<file path="src/rtl/dcache_tag_ctrl_if.sv">
// Requester-side bus of the dcache tag controller.
// Lookup (read) and update (write) ports share one SRAM.
interface dcache_tag_ctrl_if #(
  parameter int TAG_WIDTH      = 24,
  parameter int SET_ADDR_WIDTH = 4
);
  logic                      lk_req;
  logic [SET_ADDR_WIDTH-1:0] lk_addr;
  logic                      lk_gnt;
  logic                      lk_rvalid;
  logic [TAG_WIDTH-1:0]      lk_rdata;

  logic                      up_req;
  logic [SET_ADDR_WIDTH-1:0] up_addr;
  logic [TAG_WIDTH-1:0]      up_wdata;
  logic                      up_gnt;

  modport master (
    output lk_req, lk_addr,
    output up_req, up_addr, up_wdata,
    input  lk_gnt, lk_rvalid, lk_rdata,
    input  up_gnt
  );

  modport slave (
    input  lk_req, lk_addr,
    input  up_req, up_addr, up_wdata,
    output lk_gnt, lk_rvalid, lk_rdata,
    output up_gnt
  );
endinterface

</file>
<file path="src/rtl/dcache_tag_ctrl.sv">
// Tag SRAM sequencer: zeroing sweep, round-robin
// lookup/update arbitration, fixed 2-cycle reads.
module dcache_tag_ctrl #(
  parameter int TAG_WIDTH      = 24,
  parameter int SET_ADDR_WIDTH = 4,
  parameter int NUM_SETS       = 1 << SET_ADDR_WIDTH
) (
  input  logic                      clk,
  input  logic                      rst_n,
  input  logic                      flush_req,
  output logic                      init_done,
  dcache_tag_ctrl_if.slave          bus,
  output logic                      sram_csb0,
  output logic                      sram_web0,
  output logic [SET_ADDR_WIDTH-1:0] sram_addr0,
  output logic [TAG_WIDTH-1:0]      sram_din0,
  input  logic [TAG_WIDTH-1:0]      sram_dout0
);

  localparam logic [SET_ADDR_WIDTH-1:0] LAST =
    SET_ADDR_WIDTH'(NUM_SETS - 1);

  typedef enum logic {
    SWEEP,
    RUN
  } state_t;

  state_t                    state_q, state_d;
  logic [SET_ADDR_WIDTH-1:0] cnt_q, cnt_d;
  logic                      rr_up_q, rr_up_d;
  logic                      init_d;
  logic                      csb_d, web_d;
  logic [SET_ADDR_WIDTH-1:0] addr_d;
  logic [TAG_WIDTH-1:0]      din_d;
  logic                      lk_gnt, up_gnt;
  logic [1:0]                rd_q;
  logic                      rvalid_q;
  logic [TAG_WIDTH-1:0]      rdata_q;

  assign bus.lk_gnt    = lk_gnt;
  assign bus.up_gnt    = up_gnt;
  assign bus.lk_rvalid = rvalid_q;
  assign bus.lk_rdata  = rdata_q;

  // Next state, arbitration and SRAM command selection
  always_comb begin
    state_d = state_q;
    cnt_d   = cnt_q;
    rr_up_d = rr_up_q;
    init_d  = init_done;
    csb_d   = 1'b1;
    web_d   = 1'b1;
    addr_d  = sram_addr0;
    din_d   = sram_din0;
    lk_gnt  = 1'b0;
    up_gnt  = 1'b0;
    unique case (state_q)
      SWEEP: begin
        csb_d  = 1'b0;
        web_d  = 1'b0;
        addr_d = cnt_q;
        din_d  = '0;
        cnt_d  = cnt_q + 1'b1;
        if (cnt_q == LAST) begin
          state_d = RUN;
          init_d  = 1'b1;
        end
      end
      RUN: begin
        if (flush_req) begin
          state_d = SWEEP;
          cnt_d   = '0;
          init_d  = 1'b0;
        end else begin
          up_gnt = bus.up_req &&
                   (!bus.lk_req || rr_up_q);
          lk_gnt = bus.lk_req && !up_gnt;
          if (bus.lk_req && bus.up_req)
            rr_up_d = !rr_up_q;
          if (up_gnt) begin
            csb_d  = 1'b0;
            web_d  = 1'b0;
            addr_d = bus.up_addr;
            din_d  = bus.up_wdata;
          end else if (lk_gnt) begin
            csb_d  = 1'b0;
            addr_d = bus.lk_addr;
          end
        end
      end
      default: state_d = SWEEP;
    endcase
  end

  // FSM, arbiter pointer and SRAM command registers
  always_ff @(posedge clk or negedge rst_n) begin
    if (!rst_n) begin
      state_q    <= SWEEP;
      cnt_q      <= '0;
      rr_up_q    <= 1'b1;
      init_done  <= 1'b0;
      sram_csb0  <= 1'b1;
      sram_web0  <= 1'b1;
      sram_addr0 <= '0;
      sram_din0  <= '0;
    end else begin
      state_q    <= state_d;
      cnt_q      <= cnt_d;
      rr_up_q    <= rr_up_d;
      init_done  <= init_d;
      sram_csb0  <= csb_d;
      sram_web0  <= web_d;
      sram_addr0 <= addr_d;
      sram_din0  <= din_d;
    end
  end

  // Read tracking pipe and lookup data capture
  always_ff @(posedge clk or negedge rst_n) begin
    if (!rst_n) begin
      rd_q     <= '0;
      rvalid_q <= 1'b0;
      rdata_q  <= '0;
    end else begin
      rd_q     <= {rd_q[0], lk_gnt};
      rvalid_q <= rd_q[1];
      if (rd_q[1])
        rdata_q <= sram_dout0;
    end
  end

endmodule
</file>
<file path="src/flat_wrapper.sv">
// flat-port wrapper written by rule: the top's interface ports become plain ports
module dcache_tag_ctrl_flat 
#(
  parameter int TAG_WIDTH      = 24,
  parameter int SET_ADDR_WIDTH = 4,
  parameter int NUM_SETS       = 1 << SET_ADDR_WIDTH
)
  (clk, rst_n, flush_req, init_done, sram_csb0, sram_web0, sram_addr0, sram_din0, sram_dout0, bus_lk_req, bus_lk_addr, bus_up_req, bus_up_addr, bus_up_wdata, bus_lk_gnt, bus_lk_rvalid, bus_lk_rdata, bus_up_gnt);
  dcache_tag_ctrl_if #(.TAG_WIDTH(TAG_WIDTH), .SET_ADDR_WIDTH(SET_ADDR_WIDTH)) bus_i ();
  input  logic clk;
  input  logic rst_n;
  input  logic flush_req;
  output logic init_done;
  output logic sram_csb0;
  output logic sram_web0;
  output logic [SET_ADDR_WIDTH-1:0] sram_addr0;
  output logic [TAG_WIDTH-1:0] sram_din0;
  input  logic [TAG_WIDTH-1:0] sram_dout0;
  input wire logic [$bits(bus_i.lk_req)-1:0] bus_lk_req;
  input wire logic [$bits(bus_i.lk_addr)-1:0] bus_lk_addr;
  input wire logic [$bits(bus_i.up_req)-1:0] bus_up_req;
  input wire logic [$bits(bus_i.up_addr)-1:0] bus_up_addr;
  input wire logic [$bits(bus_i.up_wdata)-1:0] bus_up_wdata;
  output wire logic [$bits(bus_i.lk_gnt)-1:0] bus_lk_gnt;
  output wire logic [$bits(bus_i.lk_rvalid)-1:0] bus_lk_rvalid;
  output wire logic [$bits(bus_i.lk_rdata)-1:0] bus_lk_rdata;
  output wire logic [$bits(bus_i.up_gnt)-1:0] bus_up_gnt;
  assign bus_i.lk_req = bus_lk_req;
  assign bus_i.lk_addr = bus_lk_addr;
  assign bus_i.up_req = bus_up_req;
  assign bus_i.up_addr = bus_up_addr;
  assign bus_i.up_wdata = bus_up_wdata;
  assign bus_lk_gnt = bus_i.lk_gnt;
  assign bus_lk_rvalid = bus_i.lk_rvalid;
  assign bus_lk_rdata = bus_i.lk_rdata;
  assign bus_up_gnt = bus_i.up_gnt;
  dcache_tag_ctrl #(.TAG_WIDTH(TAG_WIDTH), .SET_ADDR_WIDTH(SET_ADDR_WIDTH), .NUM_SETS(NUM_SETS)) u_core (.clk(clk), .rst_n(rst_n), .flush_req(flush_req), .init_done(init_done), .bus(bus_i), .sram_csb0(sram_csb0), .sram_web0(sram_web0), .sram_addr0(sram_addr0), .sram_din0(sram_din0), .sram_dout0(sram_dout0));
endmodule
</file>
<file path="config.mk">
export PLATFORM = sky130hd
export DESIGN_NAME = dcache_tag_ctrl_flat
export DESIGN_NICKNAME = d
export VERILOG_FILES = /design/src/rtl/dcache_tag_ctrl_if.sv /design/src/rtl/dcache_tag_ctrl.sv /design/src/flat_wrapper.sv
export SDC_FILE = /design/constraint.sdc
export NUM_CORES = 1
export LEC_CHECK = 0
export ABC_AREA = 1
export CORE_AREA = 5 5 94 87
export CTS_CLUSTER_DIAMETER = 80
export DETAILED_ROUTE_END_ITERATION = 10
export DIE_AREA = 0 0 99 92
export MAX_ROUTING_LAYER = met4
export PLACE_DENSITY = 0.86
export SYNTH_ARGS = -nofsm -noshare
export SYNTH_HDL_FRONTEND = slang
export SYNTH_SLANG_ARGS = --single-unit
</file>
<file path="constraint.sdc">
create_clock -name clk -period 1.37 [get_ports clk]
set_input_delay 0.274 -clock clk [delete_from_list [all_inputs] [get_ports clk]]
set_output_delay 0.274 -clock clk [all_outputs]
set_load 0.01 [all_outputs]
</file>
### Word level (Yosys, flattened, before mapping)

Index checks and enable logic that the tools add are counted.

| cells by class | value |
|---|---|
| add/subtract/negate cells | 1 |
| multiply operators | 0 |
| divide/modulo/power cells | 0 |
| order comparisons | 0 |
| equal/unequal tests | 6 |
| shift-type cells | 0 |
| muxes and demuxes | 26 |
| bitwise operators | 2 |
| reduce and logical (&&, ||, !) cells | 11 |

Operators by type and width:

| operator | number |
|---|---|
| $mux 24 | 2 |
| $pmux 24 s2 | 1 |
| $mux 4 | 4 |
| $pmux 4 s2 | 2 |
| $mux 1 | 13 |
| $pmux 1 s2 | 4 |
| $ne 2x2->1 const B | 3 |
| $reduce_and 2->1 | 3 |
| $add 4x1->4 const B | 1 |
| $eq 4x4->1 const B | 1 |
| $logic_and 1x1->1 | 3 |
| $logic_not 1->1 | 3 |
| $ne 3x3->1 const B | 1 |
| $reduce_and 3->1 | 1 |
| $ne 2x1->1 const B | 1 |
| $not 1->1 | 2 |
| $logic_or 1x1->1 | 1 |

| storage, ports and cells | value |
|---|---|
| bits in registers | 64 |
| latch bits | 0 |
| memory bits (writable) | 0 |
| memory bits (read-only) | 0 |
| output and inout bits | 58 |
| logic and storage cells | 57 |
| memories kept | 0 |

### Longest topological paths before layout

| depth | value |
|---|---|
| depth in word-level cells | 9 |
| depth in mapped cells | 8 |

### Worst setup path after synthesis

OpenSTA, ideal clock, no wires.

| timing | value |
|---|---|
| path kind | register -> output |
| start | reg u_core.rr_up_q |
| end | out bus_up_gnt |
| arrival | 1.034 ns |
| setup slack | 0.062 ns |
| cell stages (with the launch flop) | 6 |
| path buffers | 1 |
| cell sequence | dfstp_2 -> inv_1 -> nand2_2 -> nand2_4 -> nor2_4 -> buf_4 |

| on the way | value |
|---|---|
| word-level cells in the longest chain between the ends | 4 |

Ends and longest elaborated chain:

| element | RTL line | text |
|---|---|---|
| from (decl) | dcache_tag_ctrl.sv:30 | `logic rr_up_q, rr_up_d;` |
| from (signal assigned) | dcache_tag_ctrl.sv:109 | `rr_up_q <= rr_up_d;` |
| $logic_or 1x1->1 | dcache_tag_ctrl.sv:76 | `(!bus.lk_req \|\| rr_up_q);` |
| $logic_and 1x1->1 | dcache_tag_ctrl.sv:75 | `up_gnt = bus.up_req &&` |
| $mux 1 | dcache_tag_ctrl.sv:70 | `if (flush_req) begin` |
| $mux 1 | dcache_tag_ctrl.sv:57 | `unique case (state_q)` |
| to (decl) | flat_wrapper.sv:27 | `output wire logic [$bits(bus_i.up_gnt)-1:0] bus_up_gnt;` |

No other way between the ends.

### Final worst setup path

| timing | value |
|---|---|
| start | reg u_core.rr_up_q |
| end | out bus_lk_gnt |

| on the way | value |
|---|---|
| word-level cells in the longest chain between the ends | 6 |

Ends and longest elaborated chain:

| element | RTL line | text |
|---|---|---|
| $logic_or 1x1->1 | dcache_tag_ctrl.sv:76 |  |
| $logic_and 1x1->1 | dcache_tag_ctrl.sv:75 |  |
| $logic_not 1->1 | dcache_tag_ctrl.sv:77 | `lk_gnt = bus.lk_req && !up_gnt;` |
| $logic_and 1x1->1 | dcache_tag_ctrl.sv:77 |  |
| $mux 1 | dcache_tag_ctrl.sv:70 |  |
| $mux 1 | dcache_tag_ctrl.sv:57 |  |
| to (decl) | flat_wrapper.sv:24 | `output wire logic [$bits(bus_i.lk_gnt)-1:0] bus_lk_gnt;` |

No other way between the ends.

==> results summary <==
The largest fanout of any net on the critical path came out at 3. The setup slack of the critical path after layout came out at -0.192 ns. The average footprint of a synthesized cell is 10.7 um^2. Across the run, the number of max-cap violations was 0. After filler insertion, the fill cell instance count of the layout stands at just under 600. The H-tree level count came out at 3. The iteration count of the initial detailed-routing pass is 4. After detailed routing, the average wire length per cell comes to between 10 and 15 um. The number of buffer and inverter instances along the worst setup path is 3. After detailed routing, the number of remaining DRC violations is 0. The data arrival at the endpoint of the critical path is 1.29 ns. The worst setup path is of the flip-flop to output port kind. Once placement finished, the instance area stood at a little under 4000 um^2.

In this design, the stage delay of the slowest critical-path cell is 0.53 ns. The area overhead of the layout relative to synthesis came out at 68.2%. The area of the core is ~7000 um^2. After synthesis, the netlist uses 20 different library cells. The fraction of the core area covered by cells at the end of the flow came out at between 60 and 70%.

The later-pin clock latency in the skew report came out at 0.34 ns. Clock tree synthesis selected as its root buffer the cell sky130_fd_sc_hd__clkbuf_8. The total inserted antenna cells came out at 0. The post-synth net total is roughly 300. The signal on the critical path passes through inv_2 -> nand2_2 -> nand2_4 -> inv_2 -> nor2_2 -> buf_2. The number of flip-flops and latches in the synthesized netlist came out at 64. The height of the die is around 92 um. In this run the tightest slew margin relative to its limit is about four fifths. The site row count came out at 29. STA classifies the critical path endpoint as an output port. After detailed routing, the met2 layer carries ~3.4 mm of wire. The final RePlAce weighted congestion came out at 0.795. Data on the critical path is required at its endpoint by about 1.1 ns. The clock slew seen by the registers of the worst setup and hold paths came out at 0.07 ns. The post-route worst hold slack is 0.363 ns. After detailed routing, the wire length on met1 is approximately 2.9 mm. The count of buffers added on input and output ports is approximately 120.

TritonCTS built the clock tree. The total number of vias came out at around 2,200. The maximum number of pins on one net before global-route repair came out at between 60 and 70. The die width came out at roughly 100 um. Across every metal layer, demand over resource in global routing totals between 10% and 20%. The CTS buffer count is 9. Global routing finished with a remaining overflow of 0. The post-route cell area came out at between 4000 and 5000 um^2. For this run, the number of Yosys warnings is 0. Cells with a size suffix above 1 make up 28.4% of the layout. The class of the most critical hold timing path is flip-flop to flip-flop.

In this run the top signal layer used is met4. Among cell families on the critical path, the largest total delay comes from flip-flops. The most frequent cell on the critical path is sky130_fd_sc_hd__inv_2. The library cells used most frequently in the layout, excluding fill and tap cells, are sky130_fd_sc_hd__dfrtp_1, sky130_fd_sc_hd__nand2_1, sky130_fd_sc_hd__clkdlybuf4s50_1. The post-route clock period utilization is 114%. The smallest clock period supported by the final layout is computed as 1.56 ns. The longest clock path from root to sink contains 2 buffers. The final number of setup-violating endpoints came out at 15. For the pin with the worst max-slew slack, the measured transition is 0.328 ns.

The initial core utilization is a little over a third. Among all stages on the critical path, the largest delay is contributed by sky130_fd_sc_hd__dfstp_2. The worst-case clock skew is approximately 0.0083 ns. The boundary pin count came out at 119.

The post-detailed-placement half-perimeter wirelength is around 4.9 mm. The area of all sequential standard cells is approximately 1600 um^2. Setup repair after global routing could not meet its margin everywhere. The wire length of the first global-routing pass came out at around 11 mm.

The cell depth of the worst min-delay path came out at 0. The overall die area came out at slightly above 9000 um^2. The total power density per cell area came out at 1670 nW/um^2. The final layout contains routed wiring with a total length of 6.95 mm.

The startpoint class of the critical path is a flip-flop. In this run the cell area of the synthesized design comes to 2550 um^2. The worst register-to-register path ends at u_core.sram_din0[9]. The via count of the first global-routing pass came out at around 2,200. Across all register-to-register paths, the minimum setup slack is -0.04 ns. The worst hold path terminates at u_core.rd_q[1]. The final reports fail on setup timing. For this run, the top clock speed supported by timing is ~640 MHz. The average vias per placed instance came out at approximately 4.6.

The count of final max-slew check failures came out at 0. The initial antenna violation count came out at 0. The final number of hold-violating endpoints is 0. The clock sink count came out at 64. The area of the multi-input gates came out at around 960 um^2.

The detail route stage leaves a number of antenna-violating nets equal to 0. The cell depth of the worst flop-to-flop path came out at 9. The flow ran to the end, but the final reports show violations. The library cell used most frequently in the layout, excluding fill and tap cells, is sky130_fd_sc_hd__dfrtp_1. Summed over all nets, wire length on met3 after detailed routing comes to around 530 um. The final net count came out at ~440. For this block, the initial DRC count from the detailed router was between 70 and 80. The number of instances in the synthesized netlist is around 240. Summing the sequential cell areas from Yosys gives between 60% and 70% of the chip area. The maximum vdd drop is 0.000814 V. The leakage power is about 0.0023 uW. The startpoint of the worst register-to-register path is u_core.rr_up_q.

In this run the most critical hold path is launched from u_core.rd_q[0].
[how the worst max path moves through the flow]
stage              startpoint         end  cells past startpoint
4_1_cts        u_core.rr_up_q  bus_up_gnt                      5
3_3_place_gp        flush_req  bus_up_gnt                      5
5_1_grt        u_core.rr_up_q  bus_lk_gnt                      6
3_5_place_dp        flush_req  bus_lk_gnt                      5
6_report       u_core.rr_up_q  bus_lk_gnt                      6
2_1_floorplan  u_core.rr_up_q  bus_up_gnt                      5
[layer usage]
layer | vias up | track usage, %
li1 | 1044 | -
met1 | 1064 | 17.8
met2 | 89 | 24.3
met3 | 18 | 4.55
met4 | 0 | 6.14
met5 | - | -
[final cells by class]
cell class / count / area share (%)
flip-flops and latches: 64 / 37.4
repair buffers: 140 / 31.3
multi-input cells: 154 / 22.3
clock buffers: 11 / 3.29
well taps: 93 / 2.71
clock inverters: 5 / 1.87
inverters: 13 / 1.14
[through the flow]
stage          setup slack (ns)  power [uW]  std cells  TNS [ns]
2_1_floorplan            0.0616        3980        239         0
3_3_place_gp             -0.598        5450        460     -8.31
3_5_place_dp             -0.614        5540        460     -9.01
4_1_cts                  -0.205        7030        479     -2.86
5_1_grt                  -0.255        7630        480     -2.19
6_report                 -0.192        7180        480    -0.581
[synthesized netlist by cell type, drive strengths merged]
| library cell | count | area [um^2] |
|---|---|---|
| buf | 7 | 50.1 |
| ha | 1 | 12.5 |
| o21ai | 4 | 31.3 |
| nor2 | 13 | 63.8 |
| inv | 13 | 48.8 |
| clkbuf | 1 | 3.75 |
| xor2 | 1 | 8.76 |
| nand3 | 11 | 55.1 |
| mux2 | 24 | 270 |
| a21oi | 7 | 35.0 |
| nand2 | 93 | 367 |
| dfstp | 3 | 78.8 |
| dfrtp | 61 | 1530 |
[timing repair]
action                                  in CTS  in global routing
cloned                                       0                  3
endpoints found under the hold margin       61                  0
hold buffers                                 1                  0
endpoints found under the setup margin      58                 29
buffers inserted                             2                  1
pin swaps                                    0                  9
gates resized for setup                     72                 40
[cells by family after synthesis]
kind of cell,count (synthesis),synth area share [%]
flip-flops,64,62.9
adder cells (fa/ha/maj),1,0.490
XOR/XNOR,1,0.343
AO/OA/AOI/OAI,11,2.60
AND/OR/NAND/NOR,117,19.0
buffers and inverters,21,4.02
multiplexers,24,10.6
[worst reg2reg max path, cell delays in order (launching register included)]
cell,delay [ns]
sky130_fd_sc_hd__dfstp_2,0.37
sky130_fd_sc_hd__inv_2,0.05
sky130_fd_sc_hd__nand2_2,0.06
sky130_fd_sc_hd__nand2_4,0.09
sky130_fd_sc_hd__inv_2,0.05
sky130_fd_sc_hd__buf_6,0.12
sky130_fd_sc_hd__o21ai_4,0.27
sky130_fd_sc_hd__clkbuf_16,0.24
sky130_fd_sc_hd__nand2_4,0.05
sky130_fd_sc_hd__nand2_2,0.05
[flip-flops by register name (all words and copies together) (netlist names)]
| register | flops |
|---|---|
| u_core.bus.lk_rdata | 24 |
| u_core.bus.lk_rvalid | 1 |
| u_core.cnt_q | 4 |
| u_core.init_done | 1 |
| u_core.rd_q | 2 |
| u_core.rr_up_q | 1 |
| u_core.sram_addr0 | 4 |
| u_core.sram_csb0 | 1 |
| u_core.sram_din0 | 24 |
| u_core.sram_web0 | 1 |
| u_core.state_q | 1 |
[where the power goes]
group,leakage (uW),internal [uW],switching [uW]
sequential,0.000832,2480,281
clock,0.000106,1070,724
combinational,0.00139,1380,1240
total,0.00233,4930,2250
Note: power is estimated with default switching activity, not from simulation.
